**src/rtl/is_equal_seq32.sv**
```systemverilog
// Multi-cycle signed comparator: equality, inequality and signed less-than, one DIGIT-bit chunk per cycle from the MSB chunk down.
// Latency: done pulses NCHUNK+1 cycles after start; with COMPARE_EARLY_EXIT_EN, (NCHUNK-1-j)+2 cycles when chunk j is the first difference.
// Backpressure: none; start is sampled only when idle and not pulsing done, and is otherwise dropped (no queuing).
// Optional feature macro: COMPARE_EARLY_EXIT_EN (stop scanning at the first differing chunk).
module is_equal_seq32 #(
   parameter int WIDTH = 32,
   parameter int DIGIT = 4
) (
   input  logic             clock,
   input  logic             reset,
   input  logic             start,
   input  logic [WIDTH-1:0] data_operandA,
   input  logic [WIDTH-1:0] data_operandB,
   output logic             busy,
   output logic             done,
   output logic             isEqual,
   output logic             isNotEqual,
   output logic             isLessThan
);

   localparam int NCHUNK = WIDTH / DIGIT;
   localparam int IW     = (NCHUNK > 1) ? $clog2(NCHUNK) : 1;
   localparam logic [IW-1:0] TOP_IDX = IW'(NCHUNK - 1);

   typedef enum logic [1:0] {
      S_IDLE = 2'd0,
      S_BUSY = 2'd1,
      S_DONE = 2'd2
   } state_t;

   state_t           state_q, state_d;
   logic [IW-1:0]    idx_q, idx_d;
   logic [WIDTH-1:0] opa_q, opa_d;
   logic [WIDTH-1:0] opb_q, opb_d;
   logic             diff_q, diff_d;
   logic             lt_q, lt_d;
   logic             busy_q, busy_d;
   logic             done_q, done_d;
   logic             eq_q, eq_d;
   logic             ne_q, ne_d;
   logic             ltr_q, ltr_d;

   logic [DIGIT-1:0] chunk_a;
   logic [DIGIT-1:0] chunk_b;
   logic             chunk_ne;
   logic             first_lt;
   logic             scan_exit;

   assign chunk_a  = opa_q[int'(idx_q)*DIGIT +: DIGIT];
   assign chunk_b  = opb_q[int'(idx_q)*DIGIT +: DIGIT];
   assign chunk_ne = (chunk_a != chunk_b);

   // In the top chunk differing sign bits settle the signed order directly;
   // everywhere else the remaining bits are ordered as plain unsigned values.
   assign first_lt = ((idx_q == TOP_IDX) && (opa_q[WIDTH-1] != opb_q[WIDTH-1]))
                     ? opa_q[WIDTH-1]
                     : (chunk_a < chunk_b);

   // Leave the scan after chunk 0, or at the first difference when early exit is built in.
`ifdef COMPARE_EARLY_EXIT_EN
   assign scan_exit = (idx_q == '0) || (chunk_ne && !diff_q);
`else
   assign scan_exit = (idx_q == '0);
`endif

   // Next-state and datapath updates; every register holds unless a state overrides it.
   always_comb begin
      state_d = state_q;
      idx_d   = idx_q;
      opa_d   = opa_q;
      opb_d   = opb_q;
      diff_d  = diff_q;
      lt_d    = lt_q;
      busy_d  = busy_q;
      done_d  = 1'b0;
      eq_d    = eq_q;
      ne_d    = ne_q;
      ltr_d   = ltr_q;

      case (state_q)
         S_IDLE: begin
            busy_d = 1'b0;
            // The done cycle still counts as finishing, so a start there is dropped.
            if (start && !done_q) begin
               opa_d   = data_operandA;
               opb_d   = data_operandB;
               idx_d   = TOP_IDX;
               diff_d  = 1'b0;
               lt_d    = 1'b0;
               busy_d  = 1'b1;
               state_d = S_BUSY;
            end
         end

         S_BUSY: begin
            busy_d = 1'b1;
            // Only the first differing chunk decides the order; later chunks are ignored.
            if (chunk_ne && !diff_q) begin
               diff_d = 1'b1;
               lt_d   = first_lt;
            end
            if (scan_exit) begin
               state_d = S_DONE;
            end else begin
               idx_d = idx_q - IW'(1);
            end
         end

         S_DONE: begin
            busy_d  = 1'b0;
            done_d  = 1'b1;
            eq_d    = ~diff_q;
            ne_d    = diff_q;
            ltr_d   = lt_q & diff_q;
            state_d = S_IDLE;
         end

         default: begin
            busy_d  = 1'b0;
            state_d = S_IDLE;
         end
      endcase
   end

   // State and result registers; reset aborts any scan in flight without a done pulse.
   always_ff @(posedge clock) begin
      if (reset) begin
         state_q <= S_IDLE;
         idx_q   <= '0;
         opa_q   <= '0;
         opb_q   <= '0;
         diff_q  <= 1'b0;
         lt_q    <= 1'b0;
         busy_q  <= 1'b0;
         done_q  <= 1'b0;
         eq_q    <= 1'b0;
         ne_q    <= 1'b0;
         ltr_q   <= 1'b0;
      end else begin
         state_q <= state_d;
         idx_q   <= idx_d;
         opa_q   <= opa_d;
         opb_q   <= opb_d;
         diff_q  <= diff_d;
         lt_q    <= lt_d;
         busy_q  <= busy_d;
         done_q  <= done_d;
         eq_q    <= eq_d;
         ne_q    <= ne_d;
         ltr_q   <= ltr_d;
      end
   end

   assign busy       = busy_q;
   assign done       = done_q;
   assign isEqual    = eq_q;
   assign isNotEqual = ne_q;
   assign isLessThan = ltr_q;

endmodule

```
**config.mk**
```make
export PLATFORM = sky130hd
export DESIGN_NAME = is_equal_seq32
export DESIGN_NICKNAME = d
export VERILOG_FILES = /design/src/rtl/is_equal_seq32.sv
export SDC_FILE = /design/constraint.sdc
export NUM_CORES = 1
export LEC_CHECK = 0
export BUFFER_PORTS_ARGS = -buffer_cell sky130_fd_sc_hd__buf_4
export CORE_AREA = 2 2 79 81
export CTS_CLUSTER_DIAMETER = 30
export CTS_CLUSTER_SIZE = 28
export DETAILED_ROUTE_END_ITERATION = 16
export DIE_AREA = 0 0 81 83
export PLACE_DENSITY = 0.84
export REMOVE_ABC_BUFFERS = 1
export SETUP_SLACK_MARGIN = 0.02
export SYNTH_ARGS = -nofsm -noshare
export SYNTH_HDL_FRONTEND = slang
export SYNTH_SLANG_ARGS = --single-unit
```
**constraint.sdc**
```tcl
create_clock -name clock -period 6 [get_ports clock]
set_clock_uncertainty 0.2 [all_clocks]
set_input_delay 0.9 -clock clock [delete_from_list [all_inputs] [get_ports clock]]
set_output_delay 0.9 -clock clock [all_outputs]
set_load 0.005 [all_outputs]
```
==> flow_summary.toml <==
[worst_hold_path]
worstHoldStart = "opa_q[10]"
worstHoldPathCells = 2
min_path_type = "flip-flop to flip-flop"
whs_endpoint = "opa_q[10]"

[clocking]
cts.sinks = 76
holdBufCountCts = 0
cts_tree = "yes"
cts_resized = 0
htreeDepth = 3
cts_inserted_buffers = 9
path_clk_slew_ns = 0.09
clkLatencyLatePin_ns = 0.35
post-cts-setup-buffer-count = 0
cts_buffer_depth = 2
clockRootBuffer = "clkbuf_8"

[critical_path]
r2r_start = "idx_q[0]"
worstPathRequired_ns = 6.04
critPathKind = "flip-flop to flip-flop"
regToRegSetupSlack_ns = 2.84
rr_endpoint = "lt_q"
start_kind = "flip-flop"
crit_path_cell_trace = "buf_4 -> mux4_2 -> mux2_2 -> ha_1 -> nand4_1 -> a2111oi_0 -> a41oi_1 -> o41ai_1"
worstPathMaxFanout = 16
r2r_cells = 8
end_kind = "flip-flop"
critPathArrivalTime_ns = 3.20
slowest_delay_ns = 0.55
slowest_stage = "mux4_2"

[layout]
antennaDiodeCount = 0
layout-drive-gt1-share_pct = 25.58
utilization_pct = 68.83
nets = 503
fin_area_sq_um = 4003
syn_to_final_growth_pct = 22.19

[synthesis]
synth_edf_count = 0
syn_avg_cell_area_sq_um = 8.782
synth_top_area_cell = "dfxtp_1"
synth_cells = 373
netlist_area_sq_um = 3276
yosys_warnings = 0
synthTopCellsByCount = "131 x nand2_1, 76 x dfxtp_1, 69 x a21oi_1, 17 x clkbuf_1, 16 x mux4_2"
synthTopCellsByArea = "dfxtp_1 46%, nand2_1 15%, mux4_2 11%, a21oi_1 11%, ha_1 2.7%"
ys.flop_type = "dfxtp_1"
yosysTopAreaCellShare_pct = 46.45
synthArstFlopShare_pct = 0
yosysSeqAreaShare_pct = 46.45
ys_ff_latch = 76
ys_types = 32
post-synth-top-count-cell = "nand2_1"

[drt]
routed_wl_microns = 7374
num_vias = 2817
wl_per_cell_microns = 14.49
ant_nets = 0
drt_iter0_drc = 192
first_pass_iters = 5
viasPerCell = 5.534
drc_errors = 0

[grt]
gr-usage-met3_pct = 3.804
grt_usage_pct = 22.97
grt_overflow = 0
grtUsageMet2_pct = 37.34
grt_pass1_vias = 2750
met1_usage_pct = 29.01
grt_pass1_wl_microns = 12050
grt_max_degree = 79
grt_most_used_layer = "met2"
antenna_found_initial = 0

[placed_design]
routabilityCongestion = 0.8070
port_buffers = 71
place_area_sq_um = 3786
dpl.hpwl_microns = 4836
dp_worst_setup_slack_ns = 2.986

[sta]
rsz0062_at_grt = "false"
period_minus_slack_ns = 3.157
timing.final.crit_share_pct = 52.62
tightest_slew_ns = 0.8261
max_freq_mhz = 316.7
holdWs_ns = 0.2549
setup_ws_ns = 2.843
tns_ns = 0
slew_headroom_pct = 44.85
drv_slew = 0
setup_viol = 0
hold_violations = 0

[status]
run_status = "finished clean"

[floorplanning]
die_w_microns = 81
die_h_microns = 83
fp.dieArea_sq_um = 6723
coreArea_sq_um = 5816
core.rowCount = 28
ios = 72
initial_core_util_pct = 56.33

[power_and_ir_drop]
ir_drop_mv = 0.2225
leakagePower_nw = 1.616
p_per_area_nw_per_um2 = 309.3

[job]
drv_cap = 0
## state kept, by name (all words and copies together) (netlist names)
name / cells
busy: 1
diff_q: 1
done: 1
idx_q: 3
isEqual: 1
isLessThan: 1
isNotEqual: 1
lt_q: 1
opa_q: 32
opb_q: 32
state_q: 2
## power breakdown
| group | internal, W | switching, W | total (W) | leakage, nW |
|---|---|---|---|---|
| combinational | 0.000117 | 0.000115 | 0.000232 | 0.890 |
| sequential | 0.000546 | 0.0000389 | 0.000584 | 0.624 |
| clock | 0.000234 | 0.000188 | 0.000422 | 0.102 |
## layer usage
metal | vias to the layer above | part of all wire (%)
li1 | 1372 | -
met1 | 1332 | 42
met2 | 93 | 51
met3 | 20 | 4.8
met4 | 0 | 2.4
met5 | - | 0
## per-stage QoR
stage,total power (W),std cells
3_5_place_dp,0.0008242,493
5_1_grt,0.001296,509
3_3_place_gp,0.0008100,493
6_report,0.001238,509
2_1_floorplan,0.0007338,344
4_1_cts,0.001243,509
## worst max-delay path, delay by kind of cell (launching register included)
family,cells,cell delay (ns)
DFF,1,0.50
adders and majority gates,1,0.31
muxes,2,0.83
and+or+nand+nor,1,0.16
AOI/OAI and AO/OA,3,0.69
buffers and inverters,1,0.35
## layout by cell type (no fill, tap or decap), types with 3 or more instances in the layout
| master | synthesis | layout |
|---|---|---|
| nor2_1 | 8 | 8 |
| inv_1 | 5 | 5 |
| mux4_2 | 16 | 16 |
| clkbuf_8 | 0 | 9 |
| mux2_2 | 4 | 4 |
| ha_1 | 7 | 7 |
| mux2i_1 | 5 | 5 |
| a21oi_1 | 69 | 69 |
| nand2_1 | 131 | 131 |
| buf_4 | 2 | 74 |
| dfxtp_1 | 76 | 76 |
| nand2b_1 | 3 | 3 |
## how the worst max path moves through the flow
| stage | from | to | slack [ns] |
|---|---|---|---|
| after global placement | idx_q[0] | lt_q | 3.09 |
| final | idx_q[0] | lt_q | 2.84 |
| after CTS | idx_q[0] | lt_q | 2.84 |
| after floorplan | start | lt_q | 1.55 |
| after detailed placement | idx_q[0] | lt_q | 2.99 |
| after global routing | idx_q[0] | lt_q | 2.58 |
## final cells by class
type                            count  area, sq um
Fill cell                         454         1813
Clock buffer                       10        127.6
Clock inverter                      6        88.84
Multi-Input combinational cell    263         1597
Timing Repair Buffer               74        555.5
Tap cell                           75        93.84
Sequential cell                    76         1521
Inverter                            5        18.77
## cell families (layout without fill, tap and decap cells)
family | Yosys count | count (layout) | share of synthesized area (%)
AO/OA/AOI/OAI | 78 | 78 | 12.76
XOR/XNOR | 1 | 1 | 0.2674
adder cells (fa/ha/maj) | 7 | 7 | 2.674
buffers and inverters | 34 | 95 | 5.080
flip-flops | 76 | 76 | 46.45
multiplexers | 25 | 25 | 13.90
AND/OR/NAND/NOR | 152 | 152 | 18.87
Power figures use the tool's default switching activity.
